<file path="config.mk">
export PLATFORM = sky130hd
export DESIGN_NAME = apb_gpio_irq
export DESIGN_NICKNAME = d
export VERILOG_FILES = /design/src/rtl/apb_gpio_irq_pkg.sv /design/src/rtl/apb_gpio_irq_in_cond.sv /design/src/rtl/apb_gpio_irq.sv
export SDC_FILE = /design/constraint.sdc
export NUM_CORES = 1
export LEC_CHECK = 0
export ABC_CLOCK_PERIOD_IN_PS = 6300
export CORE_ASPECT_RATIO = 1.5
export CORE_UTILIZATION = 40
export CTS_CLUSTER_SIZE = 12
export DETAILED_ROUTE_END_ITERATION = 16
export HOLD_SLACK_MARGIN = 0.06
export PLACE_DENSITY = 0.68
export REMOVE_ABC_BUFFERS = 1
export SLEW_MARGIN = 20
export SYNTH_ARGS = -nofsm -noshare
export SYNTH_HDL_FRONTEND = slang
export SYNTH_SLANG_ARGS = --single-unit
</file>
<file path="constraint.sdc">
create_clock -name iPCLK -period 6.3 [get_ports iPCLK]
set_clock_uncertainty 0.15 [all_clocks]
set_input_delay 1.26 -clock iPCLK [delete_from_list [all_inputs] [get_ports iPCLK]]
set_output_delay 1.26 -clock iPCLK [all_outputs]
set_load 0.1 [all_outputs]
</file>
<file path="src/rtl/apb_gpio_irq_pkg.sv">
// Shared constants for the APB GPIO block: register offsets, register-select
// decode, debounce sizing and default parameter values.
package apb_gpio_pkg;

    localparam int DEF_GPIO_WIDTH   = 32;
    localparam int DEF_DEBOUNCE_DIV = 16;

    // A new input level must be seen on this many consecutive ticks.
    localparam int DB_STABLE_TICKS = 3;
    localparam int DB_CNT_W        = 2;

    localparam logic [5:0] OFS_DATA_RO  = 6'h00;
    localparam logic [5:0] OFS_DATA     = 6'h04;
    localparam logic [5:0] OFS_DIRM     = 6'h08;
    localparam logic [5:0] OFS_OEN      = 6'h0C;
    localparam logic [5:0] OFS_DATA_SET = 6'h10;
    localparam logic [5:0] OFS_DATA_CLR = 6'h14;
    localparam logic [5:0] OFS_INT_EN   = 6'h18;
    localparam logic [5:0] OFS_INT_TYPE = 6'h1C;
    localparam logic [5:0] OFS_INT_POL  = 6'h20;
    localparam logic [5:0] OFS_INT_STAT = 6'h24;
    localparam logic [5:0] OFS_INT_ANY  = 6'h28;

    typedef enum logic [3:0] {
        SEL_DATA_RO,
        SEL_DATA,
        SEL_DIRM,
        SEL_OEN,
        SEL_DATA_SET,
        SEL_DATA_CLR,
        SEL_INT_EN,
        SEL_INT_TYPE,
        SEL_INT_POL,
        SEL_INT_STAT,
        SEL_INT_ANY,
        SEL_NONE
    } reg_sel_e;

    // Misaligned offsets fall through to SEL_NONE along with unmapped ones.
    function automatic reg_sel_e decode_offset(input logic [5:0] ofs);
        case (ofs)
            OFS_DATA_RO:  decode_offset = SEL_DATA_RO;
            OFS_DATA:     decode_offset = SEL_DATA;
            OFS_DIRM:     decode_offset = SEL_DIRM;
            OFS_OEN:      decode_offset = SEL_OEN;
            OFS_DATA_SET: decode_offset = SEL_DATA_SET;
            OFS_DATA_CLR: decode_offset = SEL_DATA_CLR;
            OFS_INT_EN:   decode_offset = SEL_INT_EN;
            OFS_INT_TYPE: decode_offset = SEL_INT_TYPE;
            OFS_INT_POL:  decode_offset = SEL_INT_POL;
            OFS_INT_STAT: decode_offset = SEL_INT_STAT;
            OFS_INT_ANY:  decode_offset = SEL_INT_ANY;
            default:      decode_offset = SEL_NONE;
        endcase
    endfunction

endpackage

</file>
<file path="src/rtl/apb_gpio_irq_in_cond.sv">
// GPIO input conditioning: 2-flop synchroniser, optional debounce (GPIO_DEBOUNCE_EN)
// and one-cycle delayed copy for edge detection.
module gpio_in_cond
    import apb_gpio_pkg::*;
#(
    parameter int GPIO_WIDTH   = DEF_GPIO_WIDTH,
    parameter int DEBOUNCE_DIV = DEF_DEBOUNCE_DIV
) (
    input  logic                  clk_i,
    input  logic                  srst_i,
    input  logic [GPIO_WIDTH-1:0] gpio_i,
    output logic [GPIO_WIDTH-1:0] cond_o,
    output logic [GPIO_WIDTH-1:0] rise_o,
    output logic [GPIO_WIDTH-1:0] fall_o
);

    logic [GPIO_WIDTH-1:0] sync1_q;
    logic [GPIO_WIDTH-1:0] sync2_q;
    logic [GPIO_WIDTH-1:0] prev_q;
    logic [GPIO_WIDTH-1:0] cond;

    always_ff @(posedge clk_i) begin
        if (srst_i) begin
            sync1_q <= '0;
            sync2_q <= '0;
            prev_q  <= '0;
        end else begin
            sync1_q <= gpio_i;
            sync2_q <= sync1_q;
            prev_q  <= cond;
        end
    end

`ifdef GPIO_DEBOUNCE_EN
    localparam int PRESC_W = $clog2(DEBOUNCE_DIV);

    logic [PRESC_W-1:0] presc_q;
    logic               tick;

    assign tick = (presc_q == PRESC_W'(DEBOUNCE_DIV - 1));

    always_ff @(posedge clk_i) begin
        if (srst_i) begin
            presc_q <= '0;
        end else begin
            presc_q <= tick ? '0 : presc_q + 1'b1;
        end
    end

    // Each pin counts ticks on which sync2 disagrees with the debounced level.
    genvar gi;
    for (gi = 0; gi < GPIO_WIDTH; gi++) begin : g_db
        logic [DB_CNT_W-1:0] cnt_q;
        logic                db_q;

        always_ff @(posedge clk_i) begin
            if (srst_i) begin
                cnt_q <= '0;
                db_q  <= 1'b0;
            end else if (tick) begin
                if (sync2_q[gi] == db_q) begin
                    cnt_q <= '0;
                end else if (cnt_q == DB_CNT_W'(DB_STABLE_TICKS - 1)) begin
                    db_q  <= sync2_q[gi];
                    cnt_q <= '0;
                end else begin
                    cnt_q <= cnt_q + 1'b1;
                end
            end
        end

        assign cond[gi] = db_q;
    end
`else
    logic unused_div;
    assign unused_div = (DEBOUNCE_DIV > 1);
    assign cond       = sync2_q;
`endif

    assign cond_o = cond;
    assign rise_o = cond & ~prev_q;
    assign fall_o = ~cond & prev_q;

endmodule

</file>
<file path="src/rtl/apb_gpio_irq.sv">
// APB3 GPIO slave with set/clear writes, output-enable vector and per-pin
// edge/level interrupts. Optional input debounce via GPIO_DEBOUNCE_EN.
module apb_gpio_irq
    import apb_gpio_pkg::*;
#(
    parameter int GPIO_WIDTH   = DEF_GPIO_WIDTH,
    parameter int DEBOUNCE_DIV = DEF_DEBOUNCE_DIV
) (
    input  logic                  iPCLK,
    input  logic                  iPRESET,
    input  logic                  iPSEL,
    input  logic                  iPENABLE,
    input  logic                  iPWRITE,
    input  logic [31:0]           iPADDR,
    input  logic [31:0]           iPWDATA,
    output logic [31:0]           oPRDATA,
    output logic                  oPREADY,
    output logic                  oPSLVERR,
    input  logic [GPIO_WIDTH-1:0] iGPIOin,
    output logic [GPIO_WIDTH-1:0] oGPIOout,
    output logic [GPIO_WIDTH-1:0] oGPIOoe,
    output logic                  oIRQ
);

    reg_sel_e              sel;
    logic                  wr_en;
    logic                  rd_setup;
    logic [GPIO_WIDTH-1:0] wdata;
    logic [GPIO_WIDTH-1:0] cond_in;
    logic [GPIO_WIDTH-1:0] rise;
    logic [GPIO_WIDTH-1:0] fall;

    logic [GPIO_WIDTH-1:0] data_q,     data_d;
    logic [GPIO_WIDTH-1:0] dirm_q,     dirm_d;
    logic [GPIO_WIDTH-1:0] oen_q,      oen_d;
    logic [GPIO_WIDTH-1:0] int_en_q,   int_en_d;
    logic [GPIO_WIDTH-1:0] int_type_q, int_type_d;
    logic [GPIO_WIDTH-1:0] int_pol_q,  int_pol_d;
    logic [GPIO_WIDTH-1:0] int_any_q,  int_any_d;
    logic [GPIO_WIDTH-1:0] int_stat_q, int_stat_d;
    logic [31:0]           prdata_q;
    logic                  irq_q;

    logic [GPIO_WIDTH-1:0] gpio_out;
    logic [GPIO_WIDTH-1:0] edge_hit;
    logic [GPIO_WIDTH-1:0] lvl_hit;
    logic [GPIO_WIDTH-1:0] set_vec;
    logic [GPIO_WIDTH-1:0] w1c_mask;
    logic [GPIO_WIDTH-1:0] rd_val;
    logic [31:0]           rd_word;

    logic unused_bits;
    assign unused_bits = ^{iPADDR[31:6], iPWDATA};

    assign sel      = decode_offset(iPADDR[5:0]);
    assign wr_en    = iPSEL & iPENABLE & iPWRITE;
    assign rd_setup = iPSEL & ~iPENABLE & ~iPWRITE;
    assign wdata    = iPWDATA[GPIO_WIDTH-1:0];

    gpio_in_cond #(
        .GPIO_WIDTH  (GPIO_WIDTH),
        .DEBOUNCE_DIV(DEBOUNCE_DIV)
    ) u_in_cond (
        .clk_i (iPCLK),
        .srst_i(iPRESET),
        .gpio_i(iGPIOin),
        .cond_o(cond_in),
        .rise_o(rise),
        .fall_o(fall)
    );

    always_comb begin
        data_d     = data_q;
        dirm_d     = dirm_q;
        oen_d      = oen_q;
        int_en_d   = int_en_q;
        int_type_d = int_type_q;
        int_pol_d  = int_pol_q;
        int_any_d  = int_any_q;
        if (wr_en) begin
            case (sel)
                SEL_DATA:     data_d     = wdata;
                SEL_DIRM:     dirm_d     = wdata;
                SEL_OEN:      oen_d      = wdata;
                SEL_DATA_SET: data_d     = data_q | wdata;
                SEL_DATA_CLR: data_d     = data_q & ~wdata;
                SEL_INT_EN:   int_en_d   = wdata;
                SEL_INT_TYPE: int_type_d = wdata;
                SEL_INT_POL:  int_pol_d  = wdata;
                SEL_INT_ANY:  int_any_d  = wdata;
                default: ;
            endcase
        end
    end

    // Only enabled input pins raise status; a set in the same cycle beats W1C.
    assign edge_hit   = (int_any_q & (rise | fall)) |
                        (~int_any_q & ((int_pol_q & rise) | (~int_pol_q & fall)));
    assign lvl_hit    = (int_pol_q & cond_in) | (~int_pol_q & ~cond_in);
    assign set_vec    = int_en_q & ~dirm_q &
                        ((int_type_q & edge_hit) | (~int_type_q & lvl_hit));
    assign w1c_mask   = (wr_en && (sel == SEL_INT_STAT)) ? wdata : '0;
    assign int_stat_d = (int_stat_q & ~w1c_mask) | set_vec;

    assign gpio_out = data_q & dirm_q & oen_q;

    always_comb begin
        rd_val = '0;
        case (sel)
            SEL_DATA_RO:  rd_val = (dirm_q & gpio_out) | (~dirm_q & cond_in);
            SEL_DATA:     rd_val = data_q;
            SEL_DIRM:     rd_val = dirm_q;
            SEL_OEN:      rd_val = oen_q;
            SEL_INT_EN:   rd_val = int_en_q;
            SEL_INT_TYPE: rd_val = int_type_q;
            SEL_INT_POL:  rd_val = int_pol_q;
            SEL_INT_STAT: rd_val = int_stat_q;
            SEL_INT_ANY:  rd_val = int_any_q;
            default:      rd_val = '0;
        endcase
        rd_word                 = '0;
        rd_word[GPIO_WIDTH-1:0] = rd_val;
    end

    always_ff @(posedge iPCLK) begin
        if (iPRESET) begin
            data_q     <= '0;
            dirm_q     <= '0;
            oen_q      <= '0;
            int_en_q   <= '0;
            int_type_q <= '0;
            int_pol_q  <= '0;
            int_any_q  <= '0;
            int_stat_q <= '0;
            prdata_q   <= '0;
            irq_q      <= 1'b0;
        end else begin
            data_q     <= data_d;
            dirm_q     <= dirm_d;
            oen_q      <= oen_d;
            int_en_q   <= int_en_d;
            int_type_q <= int_type_d;
            int_pol_q  <= int_pol_d;
            int_any_q  <= int_any_d;
            int_stat_q <= int_stat_d;
            irq_q      <= |(int_stat_q & int_en_q);
            if (rd_setup) begin
                prdata_q <= rd_word;
            end
        end
    end

    assign oPRDATA  = prdata_q;
    assign oPREADY  = 1'b1;
    assign oPSLVERR = iPSEL & iPENABLE & (sel == SEL_NONE);
    assign oGPIOout = gpio_out;
    assign oGPIOoe  = dirm_q & oen_q;
    assign oIRQ     = irq_q;

endmodule

</file>
==> results of run 1 <==
-- state kept, by name, summed over array words and instances, names as in the netlist --
| signal | count |
|---|---|
| data_q | 32 |
| dirm_q | 32 |
| int_any_q | 32 |
| int_en_q | 32 |
| int_pol_q | 32 |
| int_stat_q | 32 |
| int_type_q | 32 |
| oIRQ | 1 |
| oPRDATA | 32 |
| oen_q | 32 |
| u_in_cond.cond_o | 32 |
| u_in_cond.prev_q | 32 |
| u_in_cond.sync1_q | 32 |
-- layout make-up --
cell class              instances  share of cell area, %
inverters                      75                   1.28
clock buffers                  53                   5.11
flip-flops and latches        385                   35.1
repair buffers                220                   9.60
clock inverters                 5                  0.239
diodes                          3                 0.0342
well taps                     588                   3.35
multi-input cells            1626                   45.3
-- routing by layer --
layer	part of all wire (%)	vias to the layer above
met5	0.020	-
met4	8.9	2
met3	8.4	321
met2	46	917
met1	37	8289
li1	-	8053
-- through the flow --
| step | power [mW] | setup slack (ns) |
|---|---|---|
| after global placement | 2.81 | 1.61 |
| after global routing | 5.15 | 1.91 |
| after detailed placement | 2.82 | 1.61 |
| after CTS | 5.04 | 1.98 |
| final | 5.02 | 1.93 |
| after floorplan | 2.62 | 1.91 |
-- kinds of logic (layout without fill, tap and decap cells) --
logic type	Yosys count	in the layout
xor+xnor	33	33
other cells	1	4
fa+ha+maj	64	64
simple gates	921	921
compound gates	511	511
buf+inv	265	353
flops	385	385
mux	96	96
-- worst paths after layout --
check / startpoint / endpoint / slack [ns]
worst min register to register: u_in_cond.sync1_q[14] / u_in_cond.cond_o[14] / 0.29
worst max-delay path: iPADDR[3] / oPSLVERR / 1.93
worst max register to register: u_in_cond.cond_o[17] / int_stat_q[17] / 4.56
worst min-delay path: u_in_cond.sync1_q[14] / u_in_cond.cond_o[14] / 0.29
-- critical path: cells and delay by family --
kind            cells  cell delay (ns)
buf+inv             2             1.14
simple gates        1             0.28
compound gates      2             0.28
-- Yosys cell counts, types with 43 or more instances --
cell type	n	area, sq um
nor2_1	43	161
a21oi_1	204	1020
inv_1	75	282
nor2b_1	65	407
clkbuf_1	139	522
o21ai_0	51	255
dfxtp_1	385	7710
a221oi_1	51	447
nor3_1	72	360
and3_1	58	363
ha_1	64	801
and2_1	48	300
mux2_2	52	586
mux2i_1	44	440
nand2_1	548	2060
-- power groups by stage --
stage	logic (mW)	registers (mW)	clock network, mW
after floorplan	0.0956	2.53	0
after global placement	0.282	2.53	0
after detailed placement	0.288	2.53	0
after CTS	0.289	2.48	2.27
after global routing	0.311	2.48	2.36
final	0.296	2.48	2.25
==> metrics, run 1 <==
met3 Use GR=under 10%; Least-Margin Pin Slew=1.20 ns; gr usage total=27.4%; min cycle time layout=roughly 4.4 ns; R2R depth=6; met1 usage=31.5%; worst endpoint required time=slightly below 5 ns; filler instances=4420; slowest CP cell=clkdlybuf4s50_1; CTS Sinks=around 390; CP endpoint kind=output pin; Syn Std Cell Area=18600 sq um; vias in the first global route=17200; Startpoint Class=input port; Area growth syn-to-layout=17.9%; HP Class=flip-flop to flip-flop; Slowest Stage Delay on Critical Path=0.78 ns; crit share post-route=69.3%; worst path arrival time=2.96 ns; CP Cell Sequence=clkdlybuf4s50_1, a21o_1, a21oi_1, nor2_1, buf_4; total gr overflow=0; Slew Viols, Final=0; clk_lat worst skew=0.55 ns; Final Setup Violations=0; Seq/Total Area, Yosys=41.4%; TritonCTS Buffers=40; register area=7710 sq um; std cell rows=96; Psw=1.19 mW; Clock transition at path regs=0.06 ns; Initial Utilization=40.6%; Clock Tree Root=clkbuf_16; Lkg Pwr=7.70 nW; Async S/R FF share, synth=0%; setup bufs post-CTS=0; HPWL after DPL=41.7 mm; post-cts gate resize count=0; Int Pwr=3.83 mW; Post-Syn Instances=between 2000 and 2500; Clock Path Buffers=3; Die Y=266 um; Max Freq=229 MHz; status=finished, final reports clean; GR Util met2=between 40% and 50%; PD cells=~230 nW/um^2; I/O pins=200; setup TNS=0 ns; post-synthesis xor/xnor area fraction=1.55%; Synth Register Bits=385; most frequent cells in the layout=548 x nand2_1, 385 x dfxtp_1, 204 x a21oi_1; worst hold margin=0.285 ns; die width=between 150 and 200 um; Min-Delay Path Depth=1; total wire length=between 60 and 70 mm; remaining antenna violation count after routing=0; Simple-Gate Fraction of Synth Area=between 20% and 30%; H-tree depth=2; first-pass GRT wire length=approximately 99 mm; Post-synth top flop=dfxtp_1; initial antenna violation count=4; Flop pwr share=49.4%; Post-synth EDFFs=0; post-route core utilization=a little under half; Ys Warns=0; Via density=around 5.9; Net Sw Frac=23.7%; mux contribution to synthesized area=5.51%; pin count of the biggest net entering global routing=200; cts hold-fix bufs=0; Post-Synth Adder-Cell Area=around 4.3%; commonest non-fill, non-tap cell in the layout=nand2_1; CTS tree=yes; drt initial violations=1816; Synth Area per Inst=8.18 sq um; combinational share of power=5.9%; Compound-Gate Fraction of Synth Area=18.5%; Max Cap Viol=0; total die area=~47000 sq um; placed cells=2894; Layout Cell Area excl Fill=21900 sq um; RSZ-0062 raised after global routing=false; Setup CP Type=input port to output pin; drt wl/cell=22.4 um; layout cells sized above 1=7.70%; clock power share=44.7%; DR vias=17600; VDD IR-drop max=about 0.00016 V; area of the multi-input gates=9930 sq um; Residual DRC=0; Placeable Area=45900 sq um; Final nets=2513; worst-path fanout max=13; GPL Wtd Cong=approximately 0.9; drt pass-1 iters=6; Yosys cell types=between 50 and 60; placed cell area=20800 sq um; Port Buf Inserts=172; Most Used Layer, Global Route=met2; largest family of logic cells by synthesized area=simple AND/OR/NAND/NOR gates; Fin. Hold Viols=0; Worst slew margin=20.1%; final std cells w/o fill=2955
No activity file was read; power rests on OpenSTA's default activity.
==> inputs of run 2 (changes only) <==
ABC_CLOCK_PERIOD_IN_PS = 3750   (was 6300)
PLACE_DENSITY = 0.7   (was 0.68)
clock period = 3.75 ns   (was 6.3 ns; I/O delays follow)
==> metrics, run 2 (synthesis results as in run 1) <==
die width=178 um; Die Y=266 um; R2R depth=6; Residual DRC=0; Layout Cell Area excl Fill=approximately 22000 sq um; worst-path fanout max=10; PD cells=382 nW/um^2; Placeable Area=around 46000 sq um; final std cells w/o fill=2980; Via density=slightly below 6; layout cells sized above 1=11.7%; Final nets=2536; vias in the first global route=17300; Area growth syn-to-layout=18.1%; initial antenna violation count=4; first-pass GRT wire length=between 90 and 100 mm; setup bufs post-CTS=0; total wire length=65.3 mm; setup TNS=0 ns; Final Setup Violations=0; min cycle time layout=roughly 3.2 ns; CTS tree=yes; Clock Tree Root=clkbuf_16; total gr overflow=0; gr usage total=between 20 and 30%; commonest non-fill, non-tap cell in the layout=nand2_1; I/O pins=200; Fin. Hold Viols=0; RSZ-0062 raised after global routing=false; status=finished, final reports clean; filler instances=4384; CTS Sinks=around 390; Startpoint Class=input port; R2R Setup Slk=between 1.5 and 2 ns; Least-Margin Pin Slew=between 1 and 1.5 ns; Max Freq=roughly 310 MHz; drt wl/cell=21.9 um; worst path arrival time=2.31 ns; crit share post-route=85.7%; worst endpoint required time=2.85 ns; Slew Viols, Final=0; Clock Path Buffers=3; Initial Utilization=40.6%; Lkg Pwr=7.98 nW; VDD IR-drop max=0.000329 V; Min-Delay Path Depth=1; HPWL after DPL=42.8 mm; Port Buf Inserts=between 150 and 200; std cell rows=between 90 and 100; post-cts gate resize count=0; placed cell area=20800 sq um; DR vias=17700; Worst slew margin=28.2%; Tot Pwr=8.40 mW; placed cells=2917; post-route core utilization=47.9%; drt pass-1 iters=8; Clock transition at path regs=0.06 ns; CP endpoint kind=output pin; Max Cap Viol=0; remaining antenna violation count after routing=0; TritonCTS Buffers=40; clk_lat worst skew=0.55 ns; pin count of the biggest net entering global routing=184; GPL Wtd Cong=0.906; HP Class=flip-flop to flip-flop; drt initial violations=between 1500 and 2000; total die area=47400 sq um; Setup CP Type=input port to output pin; H-tree depth=2; cts hold-fix bufs=0; most frequent cells in the layout=548 x nand2_1, 385 x dfxtp_1, 204 x a21oi_1
run 2: layer usage:
layer  global-route usage, %  share of wire [%]  vias to the layer above
met5                       0                  0                        -
met3                    4.42                9.2                      287
met4                    20.0                7.4                        0
met2                    44.6                 47                      984
li1                        -                  -                     8097
met1                    31.6                 36                     8312
run 2: final timing paths:
path	to	startpoint
max	oPSLVERR	iPADDR[0]
min	u_in_cond.cond_o[15]	u_in_cond.sync1_q[15]
max reg2reg	int_stat_q[17]	u_in_cond.cond_o[17]
min reg2reg	u_in_cond.cond_o[15]	u_in_cond.sync1_q[15]
run 2: final cells by class:
class	count	area, sq um	area share (%)
clock buffer	55	1150	5.22
clock inverter	4	22.5	0.102
tap	588	736	3.35
inverter	75	282	1.28
sequential	385	7710	35.1
timing repair buffer	243	2140	9.75
antenna	4	10.0	0.0455
multi-input combinational	1626	9940	45.2
run 2: where the power goes:
group	switching, mW	total, mW	internal (mW)
clock network	1.62	3.73	2.11
logic	0.333	0.505	0.172
registers	0.0300	4.17	4.14
run 2: through the flow:
step	setup WS, ns	hold slack [ns]
3_5_place_dp	0.341	0.273
3_3_place_gp	0.351	0.270
4_1_cts	0.589	0.286
2_1_floorplan	-0.134	0.264
6_report	0.535	0.283
5_1_grt	0.470	0.301
run 2: critical path: stages:
cell and delay [ns]:
clkdlybuf4s50_1 0.57, or2_2 0.38, a21oi_1 0.30, nor2_1 0.13, buf_12 0.19
